## src/rtl/mips_ctrl_pkg.sv

```systemverilog
// Shared encodings for the multi-cycle MIPS32 control unit: opcodes, states, datapath selects.
package mips_ctrl_pkg;

  localparam logic [5:0] OP_RTYPE = 6'b000000;
  localparam logic [5:0] OP_ADDI  = 6'b001000;
  localparam logic [5:0] OP_SLTI  = 6'b001010;
  localparam logic [5:0] OP_LW    = 6'b100011;
  localparam logic [5:0] OP_SW    = 6'b101011;
  localparam logic [5:0] OP_BEQ   = 6'b000100;
  localparam logic [5:0] OP_BNE   = 6'b000101;
  localparam logic [5:0] OP_J     = 6'b000010;

  typedef enum logic [3:0] {
    StFetch   = 4'd0,
    StDecode  = 4'd1,
    StRExec   = 4'd2,
    StRWb     = 4'd3,
    StMemAddr = 4'd4,
    StMemRd   = 4'd5,
    StMemWb   = 4'd6,
    StMemWr   = 4'd7,
    StIExec   = 4'd8,
    StIWb     = 4'd9,
    StBranch  = 4'd10,
    StJump    = 4'd11
  } state_e;

  localparam logic [1:0] ALUOP_ADD   = 2'b00;
  localparam logic [1:0] ALUOP_SUB   = 2'b01;
  localparam logic [1:0] ALUOP_FUNCT = 2'b10;
  localparam logic [1:0] ALUOP_SLT   = 2'b11;

  localparam logic [1:0] SRCB_RT      = 2'b00;
  localparam logic [1:0] SRCB_FOUR    = 2'b01;
  localparam logic [1:0] SRCB_IMM     = 2'b10;
  localparam logic [1:0] SRCB_IMM_SH2 = 2'b11;

  localparam logic [1:0] PCSRC_ALU    = 2'b00;
  localparam logic [1:0] PCSRC_ALUOUT = 2'b01;
  localparam logic [1:0] PCSRC_JUMP   = 2'b10;

  typedef struct packed {
    logic       pc_write;
    logic       pc_write_cond;
    logic       branch_ne;
    logic       i_or_d;
    logic       mem_read;
    logic       mem_write;
    logic       ir_write;
    logic       mem_to_reg;
    logic       reg_dst;
    logic       reg_write;
    logic       alu_src_a;
    logic [1:0] alu_src_b;
    logic [1:0] alu_op;
    logic [1:0] pc_source;
    logic       illegal;
  } ctrl_t;

  function automatic logic is_legal_op(input logic [5:0] op);
    return op inside {OP_RTYPE, OP_ADDI, OP_SLTI, OP_LW, OP_SW, OP_BEQ, OP_BNE, OP_J};
  endfunction

endpackage

```

## src/rtl/mips_ctrl_outdec.sv

```systemverilog
// Combinational control-vector decoder: current state (plus mem_ready, opcode) to datapath
// selects and strobes.
module mips_ctrl_outdec
  import mips_ctrl_pkg::*;
(
  input  state_e      i_state,
  input  logic        i_mem_ready,
  input  logic [5:0]  i_opcode,
  output ctrl_t       o_ctrl
);

  always_comb begin
    o_ctrl = '0;
    case (i_state)
      StFetch: begin
        o_ctrl.mem_read  = 1'b1;
        o_ctrl.alu_src_b = SRCB_FOUR;
        o_ctrl.ir_write  = i_mem_ready;
        o_ctrl.pc_write  = i_mem_ready;
      end
      StDecode: begin
        // Branch target is computed speculatively into ALUOut here.
        o_ctrl.alu_src_b = SRCB_IMM_SH2;
        o_ctrl.illegal   = ~is_legal_op(i_opcode);
      end
      StRExec: begin
        o_ctrl.alu_src_a = 1'b1;
        o_ctrl.alu_src_b = SRCB_RT;
        o_ctrl.alu_op    = ALUOP_FUNCT;
      end
      StRWb: begin
        o_ctrl.reg_dst   = 1'b1;
        o_ctrl.reg_write = 1'b1;
      end
      StMemAddr: begin
        o_ctrl.alu_src_a = 1'b1;
        o_ctrl.alu_src_b = SRCB_IMM;
      end
      StMemRd: begin
        o_ctrl.mem_read = 1'b1;
        o_ctrl.i_or_d   = 1'b1;
      end
      StMemWb: begin
        o_ctrl.mem_to_reg = 1'b1;
        o_ctrl.reg_write  = 1'b1;
      end
      StMemWr: begin
        o_ctrl.mem_write = 1'b1;
        o_ctrl.i_or_d    = 1'b1;
      end
      StIExec, StIWb: begin
        o_ctrl.alu_src_a = 1'b1;
        o_ctrl.alu_src_b = SRCB_IMM;
        o_ctrl.alu_op    = (i_opcode == OP_SLTI) ? ALUOP_SLT : ALUOP_ADD;
        o_ctrl.reg_write = (i_state == StIWb);
      end
      StBranch: begin
        o_ctrl.alu_src_a     = 1'b1;
        o_ctrl.alu_src_b     = SRCB_RT;
        o_ctrl.alu_op        = ALUOP_SUB;
        o_ctrl.pc_write_cond = 1'b1;
        o_ctrl.pc_source     = PCSRC_ALUOUT;
        o_ctrl.branch_ne     = i_opcode[0];
      end
      StJump: begin
        o_ctrl.pc_write  = 1'b1;
        o_ctrl.pc_source = PCSRC_JUMP;
      end
      default: o_ctrl = '0;
    endcase
  end

endmodule

```

## src/rtl/mips_multicycle_ctrl.sv

```systemverilog
// Multi-cycle MIPS32 control FSM: state register and next-state logic; outputs come from
// mips_ctrl_outdec and are forced to zero while reset is held.
module mips_multicycle_ctrl
  import mips_ctrl_pkg::*;
#(
  parameter int unsigned STATE_W            = 4,
  parameter int unsigned FETCH_ONLY_ILLEGAL = 1
) (
  input  logic               clk,
  input  logic               rst,
  input  logic [5:0]         Opcode,
  input  logic               mem_ready,
  output logic               PCWrite,
  output logic               PCWriteCond,
  output logic               BranchNE,
  output logic               IorD,
  output logic               MemRead,
  output logic               MemWrite,
  output logic               IRWrite,
  output logic               MemToReg,
  output logic               RegDst,
  output logic               RegWrite,
  output logic               ALUSrcA,
  output logic [1:0]         ALUSrcB,
  output logic [1:0]         ALUOp,
  output logic [1:0]         PCSource,
  output logic               illegal_op,
  output logic [STATE_W-1:0] state_o
);

  localparam bit IllegalEn = (FETCH_ONLY_ILLEGAL != 0);

  state_e r_state;
  state_e w_state_next;
  ctrl_t  w_ctrl;
  ctrl_t  w_ctrl_gated;

  always_ff @(posedge clk) begin
    if (rst) begin
      r_state <= StFetch;
    end else begin
      r_state <= w_state_next;
    end
  end

  always_comb begin
    w_state_next = StFetch;
    case (r_state)
      StFetch:  w_state_next = mem_ready ? StDecode : StFetch;
      StDecode: begin
        case (Opcode)
          OP_RTYPE:        w_state_next = StRExec;
          OP_LW, OP_SW:    w_state_next = StMemAddr;
          OP_ADDI, OP_SLTI: w_state_next = StIExec;
          OP_BEQ, OP_BNE:  w_state_next = StBranch;
          OP_J:            w_state_next = StJump;
          default:         w_state_next = StFetch;
        endcase
      end
      StRExec:   w_state_next = StRWb;
      StRWb:     w_state_next = StFetch;
      StMemAddr: begin
        if (Opcode == OP_LW) begin
          w_state_next = StMemRd;
        end else if (Opcode == OP_SW) begin
          w_state_next = StMemWr;
        end else begin
          w_state_next = StFetch;
        end
      end
      StMemRd:  w_state_next = mem_ready ? StMemWb : StMemRd;
      StMemWb:  w_state_next = StFetch;
      StMemWr:  w_state_next = mem_ready ? StFetch : StMemWr;
      StIExec:  w_state_next = StIWb;
      StIWb:    w_state_next = StFetch;
      StBranch: w_state_next = StFetch;
      StJump:   w_state_next = StFetch;
      default:  w_state_next = StFetch;
    endcase
  end

  mips_ctrl_outdec u_outdec (
    .i_state     (r_state),
    .i_mem_ready (mem_ready),
    .i_opcode    (Opcode),
    .o_ctrl      (w_ctrl)
  );

  // Reset masks strobes immediately, not just from the next edge.
  assign w_ctrl_gated = rst ? '0 : w_ctrl;

  assign PCWrite     = w_ctrl_gated.pc_write;
  assign PCWriteCond = w_ctrl_gated.pc_write_cond;
  assign BranchNE    = w_ctrl_gated.branch_ne;
  assign IorD        = w_ctrl_gated.i_or_d;
  assign MemRead     = w_ctrl_gated.mem_read;
  assign MemWrite    = w_ctrl_gated.mem_write;
  assign IRWrite     = w_ctrl_gated.ir_write;
  assign MemToReg    = w_ctrl_gated.mem_to_reg;
  assign RegDst      = w_ctrl_gated.reg_dst;
  assign RegWrite    = w_ctrl_gated.reg_write;
  assign ALUSrcA     = w_ctrl_gated.alu_src_a;
  assign ALUSrcB     = w_ctrl_gated.alu_src_b;
  assign ALUOp       = w_ctrl_gated.alu_op;
  assign PCSource    = w_ctrl_gated.pc_source;
  assign illegal_op  = w_ctrl_gated.illegal & IllegalEn;
  assign state_o     = STATE_W'(r_state);

endmodule
```

## config.mk

```make
export PLATFORM = sky130hd
export DESIGN_NAME = mips_multicycle_ctrl
export DESIGN_NICKNAME = d
export VERILOG_FILES = /design/src/rtl/mips_ctrl_pkg.sv /design/src/rtl/mips_ctrl_outdec.sv /design/src/rtl/mips_multicycle_ctrl.sv
export SDC_FILE = /design/constraint.sdc
export NUM_CORES = 1
export LEC_CHECK = 0
export ABC_AREA = 1
export CORE_ASPECT_RATIO = 0.7
export CORE_UTILIZATION = 30
export CTS_BUF_LIST = sky130_fd_sc_hd__clkbuf_4 sky130_fd_sc_hd__clkbuf_8
export DETAILED_ROUTE_END_ITERATION = 8
export PLACE_DENSITY = 0.55
export SLEW_MARGIN = 20
export SYNTH_ARGS = -nofsm -noshare
export SYNTH_HDL_FRONTEND = slang
export SYNTH_HIERARCHICAL = 1
export SYNTH_SLANG_ARGS = --single-unit
```

## constraint.sdc

```tcl
create_clock -name clk -period 2.4 [get_ports clk]
set_input_delay 0.72 -clock clk [delete_from_list [all_inputs] [get_ports clk]]
set_output_delay 0.72 -clock clk [all_outputs]
set_load 0.03 [all_outputs]
```

==> qor.json, run 1 <==
{
  "synthMostInstantiatedCell": "sky130_fd_sc_hd__nor2_1",
  "fin_skew_ns": 0.0005402,
  "finalSetupViolations": 0,
  "peakVddDrop_uv": 196.0,
  "postLayoutCoreUtil": 0.4859,
  "n_antenna_cell": 0,
  "setup.worst_path.end_class": "output port",
  "outcome": "completed",
  "final_antenna_net_count": 0,
  "fp-row-count": 15,
  "cts.path.max_buffers": 2,
  "vertical_die_dimension_um": 44.85,
  "power.density_cell_area_mw_per_mm2": 282.3,
  "worst-r2r-setup-slack_ns": 1.21,
  "antenna_violations_before_repair": 0,
  "vias": 1041,
  "worstReg2RegEnd": "state_o[0]",
  "postSynth.topFlopCell": "sky130_fd_sc_hd__dfxtp_1",
  "syn_to_final_growth_pct": 52.94,
  "synth.yosys.seq_area_share": 0.1017,
  "slew_headroom": 0.7604,
  "level_count_of_the_clock_h_tree": 1,
  "hold_ws_ns": 0.5944,
  "critical_path.reg2reg.startpoint": "state_o[1]",
  "max_slew.worst_pin.slew_ns": 0.3590,
  "worst_hold_path_type": "reg -> reg",
  "clk_lat_worst_skew_ns": 0.22,
  "cts_bufs_inserted": 3,
  "p_total_mw": 0.3397,
  "netSwitchingPower_mw": 0.1117,
  "maximum_number_of_pins_on_one_net_before_global_route_repair": 23,
  "power.leakage_nw": 0.6602,
  "post_synth.cell_area_avg_um2": 4.549,
  "drcViolationCount": 0,
  "async_flop_share": 0,
  "coreArea_mm2": 0.002477,
  "max_cap_viol": 0,
  "io-pin-count": 31,
  "cts_root_buffer": "sky130_fd_sc_hd__clkbuf_8",
  "worst_hold_path.endpoint": "state_o[3]",
  "clk_pin_slew_worst_paths_ns": 0.03,
  "wire_length_of_the_first_global_routing_pass_um": 3450,
  "power_share_of_the_clock_group": 0.414,
  "switching_share": 0.3289,
  "synth-edff-count": 0,
  "critical_path_source_type": "primary input",
  "horizontal_extent_of_the_die_um": 63.22,
  "hold_fails_final_rpt": 0,
  "crit_fanout": 22,
  "largest_reg_flops": 4,
  "final.min_clock_period_ns": 2.338,
  "ctsHoldBuffers": 0,
  "hp-start": "state_o[3]",
  "rsz_0062_raised_after_global_routing": "true",
  "synth_top_area_frac": 0.2385,
  "gp_weighted_congestion": 0.7953,
  "max_clock_freq_mhz": 427.7,
  "arrival_ns": 1.62,
  "netlist_instances": 173,
  "tritoncts": "done",
  "yosys.cell_types.count": 16,
  "vias_per_cell": 4.215,
  "groute.usage.overall": 0.1552,
  "wl_per_cell_um": 8.729,
  "power.share.sequential": 0.213,
  "synthesis.nets": 182,
  "synthTopCellsByCount": "sky130_fd_sc_hd__nor2_1 (50), sky130_fd_sc_hd__inv_1 (43), sky130_fd_sc_hd__nand2_1 (39), sky130_fd_sc_hd__nand3_1 (16), sky130_fd_sc_hd__nor2_2 (6)",
  "routed_wl_um": 2156,
  "synth_area_leaders": "sky130_fd_sc_hd__nor2_1 (24%), sky130_fd_sc_hd__inv_1 (21%), sky130_fd_sc_hd__nand2_1 (19%)",
  "overflow": 0,
  "cell_internal_pwr_mw": 0.2280,
  "first_iter_violations": 52,
  "critical_path_class": "in -> out",
  "number_of_global_route_vias_before_repair": 819,
  "clock-sinks": 4,
  "crit_required_ns": 1.68,
  "timing.hold.worst_path_depth": 2,
  "initial_core_utilization": 0.3177,
  "maxSlewViolCount": 0,
  "layout_worst_path_cycle_share": 0.9743,
  "dieArea_mm2": 0.002835,
  "ff_latch_count_synth": 4,
  "port_buffers": 30,
  "worst-r2r-cell-count": 7,
  "power.share.combinational": 0.372,
  "yosysTopAreaCell": "sky130_fd_sc_hd__nor2_1",
  "nets": 224,
  "drive_above_1_share": 0.2676,
  "firstDrtPassIters": 4,
  "detailedPlacementHpwl_um": 1644,
  "synth_area_um2": 787.0,
  "ys.warnings.count": 6
}
==> placed cells by master, fill, tap and decap left out, drive strengths merged <==
| cell | count |
|---|---|
| a21oi | 3 |
| and2 | 1 |
| buf | 33 |
| clkbuf | 5 |
| clkdlybuf4s50 | 5 |
| dfxtp | 4 |
| dlygate4sd2 | 1 |
| inv | 44 |
| nand2 | 39 |
| nand3 | 16 |
| nor2 | 57 |
| o21ai | 3 |
| o22ai | 1 |
| o31ai | 1 |
==> power groups by stage <==
stage / logic, mW / registers [mW] / clock network (mW)
after CTS: 0.122 / 0.0724 / 0.147
after global routing: 0.139 / 0.0728 / 0.152
after detailed placement: 0.122 / 0.0732 / 0
final: 0.127 / 0.0725 / 0.141
after floorplan: 0.0637 / 0.0756 / 0
after global placement: 0.122 / 0.0733 / 0
==> critical path, stage by stage <==
cell and delay [ns]:
sky130_fd_sc_hd__clkdlybuf4s50_1 0.44, sky130_fd_sc_hd__buf_12 0.17, sky130_fd_sc_hd__nor2_1 0.11, sky130_fd_sc_hd__buf_4 0.17
==> per-stage QoR <==
step / setup WS (ns) / setup TNS, ns / cell area [um2] / std cells
final: 0.06172 / 0 / 1204 / 247
after global placement: -0.2958 / -0.9889 / 1146 / 243
after detailed placement: -0.3307 / -1.145 / 1146 / 243
after floorplan: 0.04510 / 0 / 787.0 / 173
after CTS: 0.01090 / 0 / 1190 / 246
after global routing: -0.06499 / -0.07749 / 1204 / 247
==> worst max path at each step <==
| stage | cells past startpoint | end | slack [ns] | from |
|---|---|---|---|---|
| 6_report | 4 | BranchNE | 0.06 | rst |
| 4_1_cts | 9 | ALUOp[1] | 0.01 | Opcode[2] |
| 5_1_grt | 12 | illegal_op | -0.06 | Opcode[5] |
| 3_5_place_dp | 9 | ALUOp[1] | -0.33 | Opcode[5] |
| 2_1_floorplan | 7 | ALUOp[1] | 0.05 | Opcode[5] |
| 3_3_place_gp | 10 | illegal_op | -0.30 | Opcode[0] |
==> routing by layer <==
metal	routed length (um)	vias up	track usage
met5	0	-	0
met4	13	0	0.02727
met3	159	2	0.05556
met2	851	31	0.2301
met1	1131	425	0.2179
li1	-	583	-
==> cells by family after synthesis <==
family,after synthesis,synth area share
AOI/OAI and AO/OA,8,0.05564
buffers and inverters,48,0.2432
DFF,4,0.1018
and+or+nand+nor,113,0.5994
==> layout make-up <==
class / count / area [um2]
Clock buffer: 3 / 41.29
Fill cell: 291 / 1274
Inverter: 44 / 165.2
Multi-Input combinational cell: 121 / 540.5
Sequential cell: 4 / 81.33
Tap cell: 34 / 42.54
Timing Repair Buffer: 41 / 332.8
==> repair_timing <==
| action | in CTS | in global routing |
|---|---|---|
| cloned | 0 | 0 |
| pin swaps | 4 | 6 |
| setup buffers | 0 | 1 |
| gates resized for setup | 26 | 13 |
| setup endpoints to repair | 5 | 5 |
No activity file was read; power rests on OpenSTA's default activity.
==> run 2: changes to the inputs <==
--- a/config.mk
+++ b/config.mk
@@ -7,10 +7,12 @@
 export LEC_CHECK = 0
 export ABC_AREA = 1
 export CORE_ASPECT_RATIO = 0.7
-export CORE_UTILIZATION = 30
+export CORE_UTILIZATION = 35
 export CTS_BUF_LIST = sky130_fd_sc_hd__clkbuf_4 sky130_fd_sc_hd__clkbuf_8
+export CTS_CLUSTER_SIZE = 20
 export DETAILED_ROUTE_END_ITERATION = 8
-export PLACE_DENSITY = 0.55
+export DONT_BUFFER_PORTS = 1
+export PLACE_DENSITY = 0.45
 export SLEW_MARGIN = 20
 export SYNTH_ARGS = -nofsm -noshare
 export SYNTH_HDL_FRONTEND = slang
==> run 2 against run 1 <==
Worst hold slack got worse by 0.053 ns. Final area fell by 18%. Clock power down 39%. Largest power group unchanged.
==> qor.json, run 2 (same netlist as run 1, synthesis figures left out) <==
{
  "gp_weighted_congestion": 0.7701,
  "layout.cells.most_common": "sky130_fd_sc_hd__nor2_1",
  "nets": 205,
  "detailedPlacementHpwl_um": 1622,
  "largest_reg_flops": 4,
  "number_of_global_route_vias_before_repair": 819,
  "cts.path.max_buffers": 2,
  "max_slew.worst_pin.slew_ns": 0.3574,
  "ctsHoldBuffers": 0,
  "horizontal_extent_of_the_die_um": 58.68,
  "worstReg2RegEnd": "state_o[0]",
  "first_iter_violations": 55,
  "wl_per_cell_um": 9.054,
  "level_count_of_the_clock_h_tree": 1,
  "vias_per_cell": 4.464,
  "overflow": 0,
  "syn_to_final_growth_pct": 25.76,
  "power.density_cell_area_mw_per_mm2": 244.3,
  "max_cap_viol": 0,
  "cts_bufs_inserted": 3,
  "antenna_violations_before_repair": 0,
  "dieArea_mm2": 0.002445,
  "drive_above_1_share": 0.1856,
  "crit_fanout": 9,
  "p_total_mw": 0.2418,
  "layoutNonFillerInstCount": 224,
  "critical_path_source_type": "flip-flop",
  "drcViolationCount": 0,
  "timing.critical_path.from": "state_o[1]",
  "clk_lat_worst_skew_ns": 0.24,
  "outcome": "completed",
  "layout_common_cells": "sky130_fd_sc_hd__nor2_1 (49), sky130_fd_sc_hd__inv_1 (43), sky130_fd_sc_hd__nand2_1 (39)",
  "finalSetupTns_ns": 0,
  "wire_length_of_the_first_global_routing_pass_um": 3298,
  "layout_worst_path_cycle_share": 0.9344,
  "met1_usage": 0.2322,
  "slew_headroom": 0.7614,
  "final_antenna_net_count": 0,
  "port_buffers": 0,
  "critical_path_class": "reg -> out",
  "grtUsageMet2": 0.2690,
  "hold_fails_final_rpt": 0,
  "tritoncts": "done",
  "maxSlewViolCount": 0,
  "worst_hold_path_type": "in -> reg",
  "finalSetupViolations": 0,
  "power.leakage_nw": 0.5636,
  "n_antenna_cell": 0,
  "worst-r2r-setup-slack_ns": 0.99,
  "final.min_clock_period_ns": 2.242,
  "timing.critical_path.slowest_cell_delay_ns": 0.52,
  "initial_core_utilization": 0.3966,
  "io-pin-count": 31,
  "peakVddDrop_uv": 204.3,
  "gr-usage-met3": 0.05296,
  "max_clock_freq_mhz": 445.9,
  "maximum_number_of_pins_on_one_net_before_global_route_repair": 23,
  "fin_skew_ns": 0.005689,
  "layout.cell_area.non_filler_um2": 989.7,
  "vias": 1000,
  "setup.worst_path.end_class": "output port",
  "critical_path.reg2reg.startpoint": "state_o[1]",
  "rsz_0062_raised_after_global_routing": "false",
  "crit_required_ns": 1.68,
  "clk_pin_slew_worst_paths_ns": 0.04,
  "coreArea_mm2": 0.001984,
  "fillers": 239,
  "detailed_place.area_um2": 963.4,
  "worst-r2r-cell-count": 8,
  "clock-sinks": 4,
  "grt_busiest_layer": "met2",
  "fp-row-count": 13,
  "arrival_ns": 1.52,
  "cts_root_buffer": "sky130_fd_sc_hd__clkbuf_4",
  "post-place-cells": 221,
  "endpoint": "RegWrite",
  "firstDrtPassIters": 4,
  "worstPathCellList": "nand2_1 > nor2_2 > nor2_1 > o31ai_1 > inv_1 > nor2_1 > buf_4",
  "cp_common_cell": "sky130_fd_sc_hd__nor2_1",
  "vertical_die_dimension_um": 41.68,
  "groute.usage.overall": 0.1732,
  "critical_path_cell_with_the_highest_stage_delay": "sky130_fd_sc_hd__dfxtp_1",
  "routed_wl_um": 2028
}
-- run 2: changes by cell type in the layout (fill, tap and decap cells not counted), sizes merged --
cell           before  now
buf                33   22
clkdlybuf4s50       5    0
clkbuf              5    3
dlygate4sd2         1    0
-- run 2: where the power goes --
group          total [mW]  switching, mW  leakage, nW  internal, mW
Clock              0.0854         0.0294       0.0138        0.0560
Sequential         0.0723        0.00345       0.0328        0.0689
Combinational      0.0840         0.0537        0.517        0.0303
Total               0.242         0.0866        0.564         0.155
-- run 2: metrics by stage --
| stage | hold slack (ns) | worst slack [ns] | util |
|---|---|---|---|
| after CTS | 0.5374 | 0.1004 | 0.4968 |
| after detailed placement | 0.7483 | 0.1102 | 0.4855 |
| after floorplan | 0.7138 | 0.04510 | - |
| after global routing | 0.5330 | 0.01041 | 0.4987 |
| after global placement | 0.7516 | 0.1605 | 0.4855 |
| final | 0.5414 | 0.1575 | 0.4987 |
-- run 2: worst min-delay path by stage --
stage,from,end,slack (ns),depth (start not counted)
floorplan,state_o[3],state_o[3],0.71,2
global placement,state_o[0],state_o[2],0.75,4
detailed placement,state_o[0],state_o[2],0.75,4
CTS,rst,state_o[2],0.54,1
global route,rst,state_o[0],0.53,1
finish,rst,state_o[0],0.54,1
-- run 2: critical path: cells and delay by family (launching register included) --
family | cells | cell delay, ns
buf+inv | 2 | 0.22
simple gates | 4 | 0.48
compound gates | 1 | 0.06
flops | 1 | 0.52
-- run 2: area by class of cell --
class / count / area, um2 / share of cell area
clock buffer: 3 / 22.52 / 0.02276
sequential: 4 / 81.33 / 0.08217
inverter: 44 / 165.2 / 0.1669
multi-input combinational: 121 / 518.0 / 0.5234
tap: 30 / 37.54 / 0.03793
timing repair buffer: 22 / 165.2 / 0.1669
-- run 2: metal layers --
| metal | vias up | share of wire |
|---|---|---|
| li1 | 547 | - |
| met5 | - | 0 |
| met3 | 2 | 0.10 |
| met2 | 39 | 0.39 |
| met4 | 0 | 0.0049 |
| met1 | 412 | 0.50 |
-- run 2: timing repair --
action | CTS | global route
buffers inserted | 0 | 0
resized for setup | 0 | 2
hold endpoints to repair | 0 | 0
endpoints found under the setup margin | 0 | 2
==> run 3: changes to the inputs <==
--- a/config.mk
+++ b/config.mk
@@ -6,10 +6,10 @@
 export NUM_CORES = 1
 export LEC_CHECK = 0
 export ABC_AREA = 1
+export CAP_MARGIN = 10
 export CORE_ASPECT_RATIO = 0.7
 export CORE_UTILIZATION = 35
 export CTS_BUF_LIST = sky130_fd_sc_hd__clkbuf_4 sky130_fd_sc_hd__clkbuf_8
-export CTS_CLUSTER_SIZE = 20
 export DETAILED_ROUTE_END_ITERATION = 8
 export DONT_BUFFER_PORTS = 1
 export PLACE_DENSITY = 0.45
==> results of run 3 <==
The final DEF is identical to that of run 2; final timing and power are the same.
